**config.mk**
```make
export PLATFORM = sky130hd
export DESIGN_NAME = sram_like_bridge
export DESIGN_NICKNAME = d
export VERILOG_FILES = /design/src/rtl/sram_like_bridge_pkg.sv /design/src/rtl/sram_like_bridge_size_decode.sv /design/src/rtl/sram_like_bridge.sv
export SDC_FILE = /design/constraint.sdc
export NUM_CORES = 1
export LEC_CHECK = 0
export ABC_AREA = 1
export BUFFER_PORTS_ARGS = -buffer_cell sky130_fd_sc_hd__clkbuf_2
export CORE_ASPECT_RATIO = 0.8
export CORE_UTILIZATION = 35
export CTS_BUF_LIST = sky130_fd_sc_hd__clkbuf_8 sky130_fd_sc_hd__clkbuf_16
export DETAILED_ROUTE_END_ITERATION = 10
export GPL_TIMING_DRIVEN = 0
export PLACE_DENSITY = 0.55
export SKIP_CTS_REPAIR_TIMING = 1
export SYNTH_ARGS = -nofsm -noshare
export SYNTH_HDL_FRONTEND = slang
export SYNTH_SLANG_ARGS = --single-unit
```
**constraint.sdc**
```tcl
create_clock -name clk -period 4.85 [get_ports clk]
set_input_delay 0.485 -clock clk [delete_from_list [all_inputs] [get_ports clk]]
set_output_delay 0.485 -clock clk [all_outputs]
set_load 0.005 [all_outputs]
```
**src/rtl/sram_like_bridge_pkg.sv**
```systemverilog
// Shared definitions for the SRAM-like bus bridge: FSM encoding, bus size codes
// and the legal byte-enable set.
package sram_like_bridge_pkg;

   typedef enum logic [1:0] {
      ST_IDLE = 2'd0,
      ST_REQ  = 2'd1,
      ST_RESP = 2'd2,
      ST_DONE = 2'd3
   } state_e;

   localparam logic [1:0] SIZE_BYTE = 2'd0;
   localparam logic [1:0] SIZE_HALF = 2'd1;
   localparam logic [1:0] SIZE_WORD = 2'd2;

   // Legal enables: read, one byte lane, an aligned half, or a full word.
   function automatic logic wen_illegal(input logic [3:0] wen);
      case (wen)
         4'b0000, 4'b0001, 4'b0010, 4'b0100, 4'b1000,
         4'b0011, 4'b1100, 4'b1111: wen_illegal = 1'b0;
         default:                   wen_illegal = 1'b1;
      endcase
   endfunction

endpackage

```
**src/rtl/sram_like_bridge_size_decode.sv**
```systemverilog
// Combinational byte-enable decode: bus size, low address bits, direction and
// illegal-pattern flag.
module sram_size_decode
   import sram_like_bridge_pkg::*;
(
   input  logic [3:0] wen,
   input  logic [1:0] addr_lo_in,
   output logic [1:0] size,
   output logic [1:0] addr_lo,
   output logic       wr,
   output logic       illegal
);

   always_comb begin
      size    = SIZE_WORD;
      addr_lo = 2'b00;
      wr      = (wen != 4'b0000);
      illegal = wen_illegal(wen);
      case (wen)
         4'b0001: begin size = SIZE_BYTE; addr_lo = 2'd0; end
         4'b0010: begin size = SIZE_BYTE; addr_lo = 2'd1; end
         4'b0100: begin size = SIZE_BYTE; addr_lo = 2'd2; end
         4'b1000: begin size = SIZE_BYTE; addr_lo = 2'd3; end
         4'b0011: begin size = SIZE_HALF; addr_lo = 2'd0; end
         4'b1100: begin size = SIZE_HALF; addr_lo = 2'd2; end
         4'b0000, 4'b1111: begin size = SIZE_WORD; addr_lo = 2'd0; end
         // Illegal patterns never reach the bus; pass the CPU bits through.
         default: begin size = SIZE_WORD; addr_lo = addr_lo_in; end
      endcase
   end

endmodule

```
**src/rtl/sram_like_bridge.sv**
```systemverilog
// CPU-side single-outstanding access to an SRAM-like split addr/data handshake bus,
// with byte-enable decode, illegal-enable rejection and a wait timeout.
module sram_like_bridge
   import sram_like_bridge_pkg::*;
#(
   parameter int unsigned TIMEOUT = 255
) (
   input  logic        clk,
   input  logic        rst,
   input  logic        cpu_en,
   input  logic [3:0]  cpu_wen,
   input  logic [31:0] cpu_addr,
   input  logic [31:0] cpu_wdata,
   output logic [31:0] cpu_rdata,
   output logic        cpu_stall,
   output logic        bus_req,
   output logic        bus_wr,
   output logic [1:0]  bus_size,
   output logic [31:0] bus_addr,
   output logic [31:0] bus_wdata,
   input  logic        bus_addr_ok,
   input  logic        bus_data_ok,
   input  logic [31:0] bus_rdata,
   output logic        err
);

   localparam logic [31:0] TO_LIMIT = 32'(TIMEOUT);

   state_e      state_q, state_d;
   logic        bus_wr_q, bus_wr_d;
   logic [1:0]  bus_size_q, bus_size_d;
   logic [31:0] bus_addr_q, bus_addr_d;
   logic [31:0] bus_wdata_q, bus_wdata_d;
   logic [31:0] cpu_rdata_q, cpu_rdata_d;
   logic        err_q, err_d;
   logic [31:0] cnt_q, cnt_d;

   logic [1:0]  dec_size, dec_addr_lo;
   logic        dec_wr, dec_illegal;
   logic        timeout_hit;

   sram_size_decode u_dec (
      .wen        (cpu_wen),
      .addr_lo_in (cpu_addr[1:0]),
      .size       (dec_size),
      .addr_lo    (dec_addr_lo),
      .wr         (dec_wr),
      .illegal    (dec_illegal)
   );

   // Fires on the cycle whose increment would reach the limit.
   assign timeout_hit = (TO_LIMIT != 32'd0) && ((cnt_q + 32'd1) == TO_LIMIT);

   always_comb begin
      state_d     = state_q;
      bus_wr_d    = bus_wr_q;
      bus_size_d  = bus_size_q;
      bus_addr_d  = bus_addr_q;
      bus_wdata_d = bus_wdata_q;
      cpu_rdata_d = cpu_rdata_q;
      err_d       = 1'b0;
      cnt_d       = cnt_q;
      case (state_q)
         ST_IDLE: begin
            if (cpu_en) begin
               if (dec_illegal) begin
                  state_d     = ST_DONE;
                  err_d       = 1'b1;
                  cpu_rdata_d = 32'd0;
               end else begin
                  state_d     = ST_REQ;
                  cnt_d       = 32'd0;
                  bus_wr_d    = dec_wr;
                  bus_size_d  = dec_size;
                  bus_addr_d  = {cpu_addr[31:2], dec_addr_lo};
                  bus_wdata_d = cpu_wdata;
               end
            end
         end
         ST_REQ: begin
            cnt_d = cnt_q + 32'd1;
            if (bus_addr_ok && bus_data_ok) begin
               state_d     = ST_DONE;
               cpu_rdata_d = bus_wr_q ? 32'd0 : bus_rdata;
            end else if (bus_addr_ok) begin
               state_d = ST_RESP;
            end else if (timeout_hit) begin
               state_d     = ST_DONE;
               err_d       = 1'b1;
               cpu_rdata_d = 32'd0;
            end
         end
         ST_RESP: begin
            cnt_d = cnt_q + 32'd1;
            if (bus_data_ok) begin
               state_d     = ST_DONE;
               cpu_rdata_d = bus_wr_q ? 32'd0 : bus_rdata;
            end else if (timeout_hit) begin
               state_d     = ST_DONE;
               err_d       = 1'b1;
               cpu_rdata_d = 32'd0;
            end
         end
         ST_DONE: state_d = ST_IDLE;
         default: state_d = ST_IDLE;
      endcase
   end

   always_ff @(posedge clk) begin
      if (rst) begin
         state_q     <= ST_IDLE;
         bus_wr_q    <= 1'b0;
         bus_size_q  <= 2'd0;
         bus_addr_q  <= 32'd0;
         bus_wdata_q <= 32'd0;
         cpu_rdata_q <= 32'd0;
         err_q       <= 1'b0;
         cnt_q       <= 32'd0;
      end else begin
         state_q     <= state_d;
         bus_wr_q    <= bus_wr_d;
         bus_size_q  <= bus_size_d;
         bus_addr_q  <= bus_addr_d;
         bus_wdata_q <= bus_wdata_d;
         cpu_rdata_q <= cpu_rdata_d;
         err_q       <= err_d;
         cnt_q       <= cnt_d;
      end
   end

   assign bus_req   = (state_q == ST_REQ);
   assign bus_wr    = bus_wr_q;
   assign bus_size  = bus_size_q;
   assign bus_addr  = bus_addr_q;
   assign bus_wdata = bus_wdata_q;
   assign cpu_rdata = cpu_rdata_q;
   assign err       = err_q;
   assign cpu_stall = cpu_en && (state_q != ST_DONE);

endmodule

```
==> impl_metrics.tcl <==
set metrics [dict create \
    status "complete, no violations" \
    syn-num-nets 1286 \
    clk_latency_ns 0.43 \
    vias 7976 \
    startpoint "cnt_q[1]" \
    pre_cts_ws_ns 1.82 \
    totalWireLength_mm 22.8 \
    power_switching_mw 1.11 \
    setup_viol_count_final 0 \
    drt_iter0_drc 550 \
    grt_pass1_vias 7303 \
    synth_compound_area_frac 0.160 \
    dieArea_sq_um 21400 \
    crit_arrival_ns 3.14 \
    yosysWarnings 0 \
    cts_buffers 17 \
    crit_top_cell "nand2_1" \
    synth_top_area_frac 0.368 \
    pwr-share-seq 0.381 \
    clk_path_buf_depth 2 \
    rsz0062_at_grt "no" \
    core-area_sq_um 20100 \
    cellPowerDensity_nw_per_um2 353 \
    fillerInstances 2190 \
    max_freq_ghz 0.350 \
    skew_ns 0.0146 \
    setup_slack_ns 2.00 \
    layoutNonFillerInstCount 1672 \
    cts.clk_slew.worst_paths_ns 0.07 \
    final_max_slew_viol_count 0 \
    ir_drop_mv 0.214 \
    cp_cell_sequence "ha_1 > nand2_2 > nor2_4 > nand2_1 > nor2_2 > nand2_1 > nand2_1 > nand2_1 > nor2_1 > nand2_1 > nor2_2 > nand3_4 > buf_6 > nand2_2 > nand2_1 > nand2_1 > nand2_1 > nand2_1 > a21oi_1" \
    drive_above_1_share 0.202 \
    cap_violations 0 \
    reg2reg_from "cnt_q[1]" \
    root_buffer "clkbuf_16" \
    whs_endpoint "bus_wdata[21]" \
    slew_headroom 0.585 \
    cellInternalPower_mw 2.15 \
    synth_area_per_cell_sq_um 6.23 \
    grt_first_pass_wirelength_mm 36.8 \
    die_y_um 131 \
    cts_sinks 134 \
    antenna_found_initial 0 \
    viasPerCell 4.77 \
    hold_path_class "primary input to register" \
    finalCritPeriodShare 0.588 \
    hpwlAfterDp_mm 17.0 \
    synth_seq_cells 134 \
    synth_top_family_by_area "simple AND/OR/NAND/NOR gates" \
    synth_top_cell_by_area "dfxtp_1" \
    area_growth_pct 26.4 \
    synth_xor_area_frac 0.00720 \
    cts_tree "yes" \
    syn-instance-count 1171 \
    std_cell_rows 46 \
    end_kind "register" \
    yosys.area_share.simple 0.387 \
    htreeDepth 4 \
    muxShareOfSynthArea 0 \
    clkPwrFrac 0.392 \
    p_leak_nw 4.42 \
    crit_fanout 10 \
    diodes 0 \
    grt_usage 0.214 \
    ios 207 \
    portBuffers 205 \
    synth.cell_area_sq_um 7300 \
    tns_ns 0 \
    first_pass_iters 5 \
    grt_max_degree 17 \
    crit_slowest_cell "dfxtp_1" \
    dp.cells 1640 \
    cp_num_buf_inv 1 \
    start_util 0.362 \
    critPathKind "register to register" \
    worstHoldStart "cpu_wdata[21]" \
    nets 1510 \
    overflow 0 \
    ant_nets 0 \
    tightest_slew_ns 0.623 \
    yosysUniqueCellTypes 32 \
    path_delay_family "simple AND/OR/NAND/NOR gates" \
    synth.yosys.seq_area_share 0.368 \
    critPathRequiredTime_ns 5.14 \
    whs_path_depth 3 \
    cp-start-kind "register" \
    netSwitchingFraction 0.339 \
    gp_congestion 0.867 \
    report.final.hold_viol_count 0 \
    drcViolationCount 0 \
    r2r-end "cpu_rdata[0]" \
    synth-adder-area-share 0.0171 \
    pwr-share-comb 0.227 \
    die_x_um 163 \
    r2r_slack_ns 2.00 \
    post-route-min-period_ns 2.85 \
    synth.top_cells.by_area "dfxtp_1 37%, nand2_1 21%, nor2_1 11%" \
    routedWlPerCell_um 13.7 \
    slowest_delay_ns 0.43 \
    r2r_cells 19 \
]
-- sequential cells by signal, summed over array words and instances, names as in the netlist --
signal / cells
bus_addr: 32
state_q: 2
bus_wdata: 32
bus_size: 2
cpu_rdata: 32
bus_wr: 1
err: 1
cnt_q: 32
-- tightest hold or removal path: cells and delay by family --
family / cells / cell delay, ns
buffers and inverters: 1 / 0.07
AND/OR/NAND/NOR: 2 / 0.11
-- routing by layer --
metal / GRT usage / part of all wire
met5: 0 / 0
met2: 0.323 / 0.44
met3: 0.0432 / 0.051
met4: 0.0524 / 0.0090
met1: 0.307 / 0.50
-- cell usage in the layout (no fill, tap or decap), drive strengths merged, types with 2 or more instances in the layout --
cell type,synthesis,final
clkinvlp,0,5
xnor2,3,3
a31oi,2,2
o21ai,78,78
buf,9,9
inv,45,53
a21oi,112,112
a221oi,2,2
nor2,225,225
clkbuf,54,276
clkinv,3,4
dfxtp,134,134
nand3,17,17
xor2,3,3
nor3,4,4
a22oi,21,21
nand4,5,5
nand3b,12,12
ha,10,10
nand2,428,428
-- per-stage QoR --
stage / power [mW] / hold WS [ns] / instance area (sq um) / util
detailed placement: 2.00 / 0.477 / 8650 / 0.430
CTS: 3.29 / 0.261 / 9220 / 0.458
finish: 3.26 / 0.276 / 9220 / 0.458
global placement: 2.01 / 0.478 / 8650 / 0.430
floorplan: 1.71 / 0.475 / 7300 / -
global route: 3.44 / 0.264 / 9220 / 0.458
-- power groups by stage --
stage               logic [mW]  registers (mW)  clock network (mW)
finish                   0.738            1.24                1.28
global route             0.832            1.25                1.36
CTS                      0.744            1.24                1.30
detailed placement       0.741            1.26                   0
global placement         0.743            1.26                   0
floorplan                0.438            1.27                   0
-- final cells by class --
class                   count  area, sq um  area share
multi-input cells         926         4170       0.452
flip-flops and latches    134         2680       0.291
repair buffers            205         1030       0.111
clock buffers              17          425      0.0461
well taps                 264          330      0.0358
plain buffers              63          265      0.0288
inverters                  48          180      0.0195
clock inverters            15          144      0.0156
-- cell usage after synthesis --
cell type,number
nand2_1,403
nor2_1,213
dfxtp_1,134
a21oi_1,110
o21ai_0,78
clkbuf_1,54
inv_1,44
nand2_2,24
a22oi_1,21
nand3_1,16
nand3b_1,12
ha_1,10
nor2_2,6
nor2_4,6
buf_2,5
nand4_1,5
nor3_1,4
buf_6,3
clkinv_1,3
xnor2_1,3
xor2_1,3
a21oi_2,2
a221oi_1,2
a31oi_1,2
a41oi_1,1
and3_1,1
buf_1,1
inv_2,1
nand2_4,1
nand3_4,1
o21bai_1,1
o22ai_1,1
-- kinds of logic (layout without fill, tap and decap cells) --
kind of cell	count (synthesis)	after routing
compound gates	218	218
xor+xnor	6	6
fa+ha+maj	10	10
buf+inv	111	348
flops	134	134
simple gates	692	692
-- worst max-delay path by stage --
stage,depth (start not counted),slack (ns),to
2_1_floorplan,19,2.63,cpu_rdata[11]
3_3_place_gp,12,1.81,cnt_q[11]
3_5_place_dp,12,1.82,cnt_q[11]
4_1_cts,19,1.99,cpu_rdata[0]
5_1_grt,19,1.75,cpu_rdata[26]
6_report,19,2.00,cpu_rdata[0]
Power figures use the tool's default switching activity.
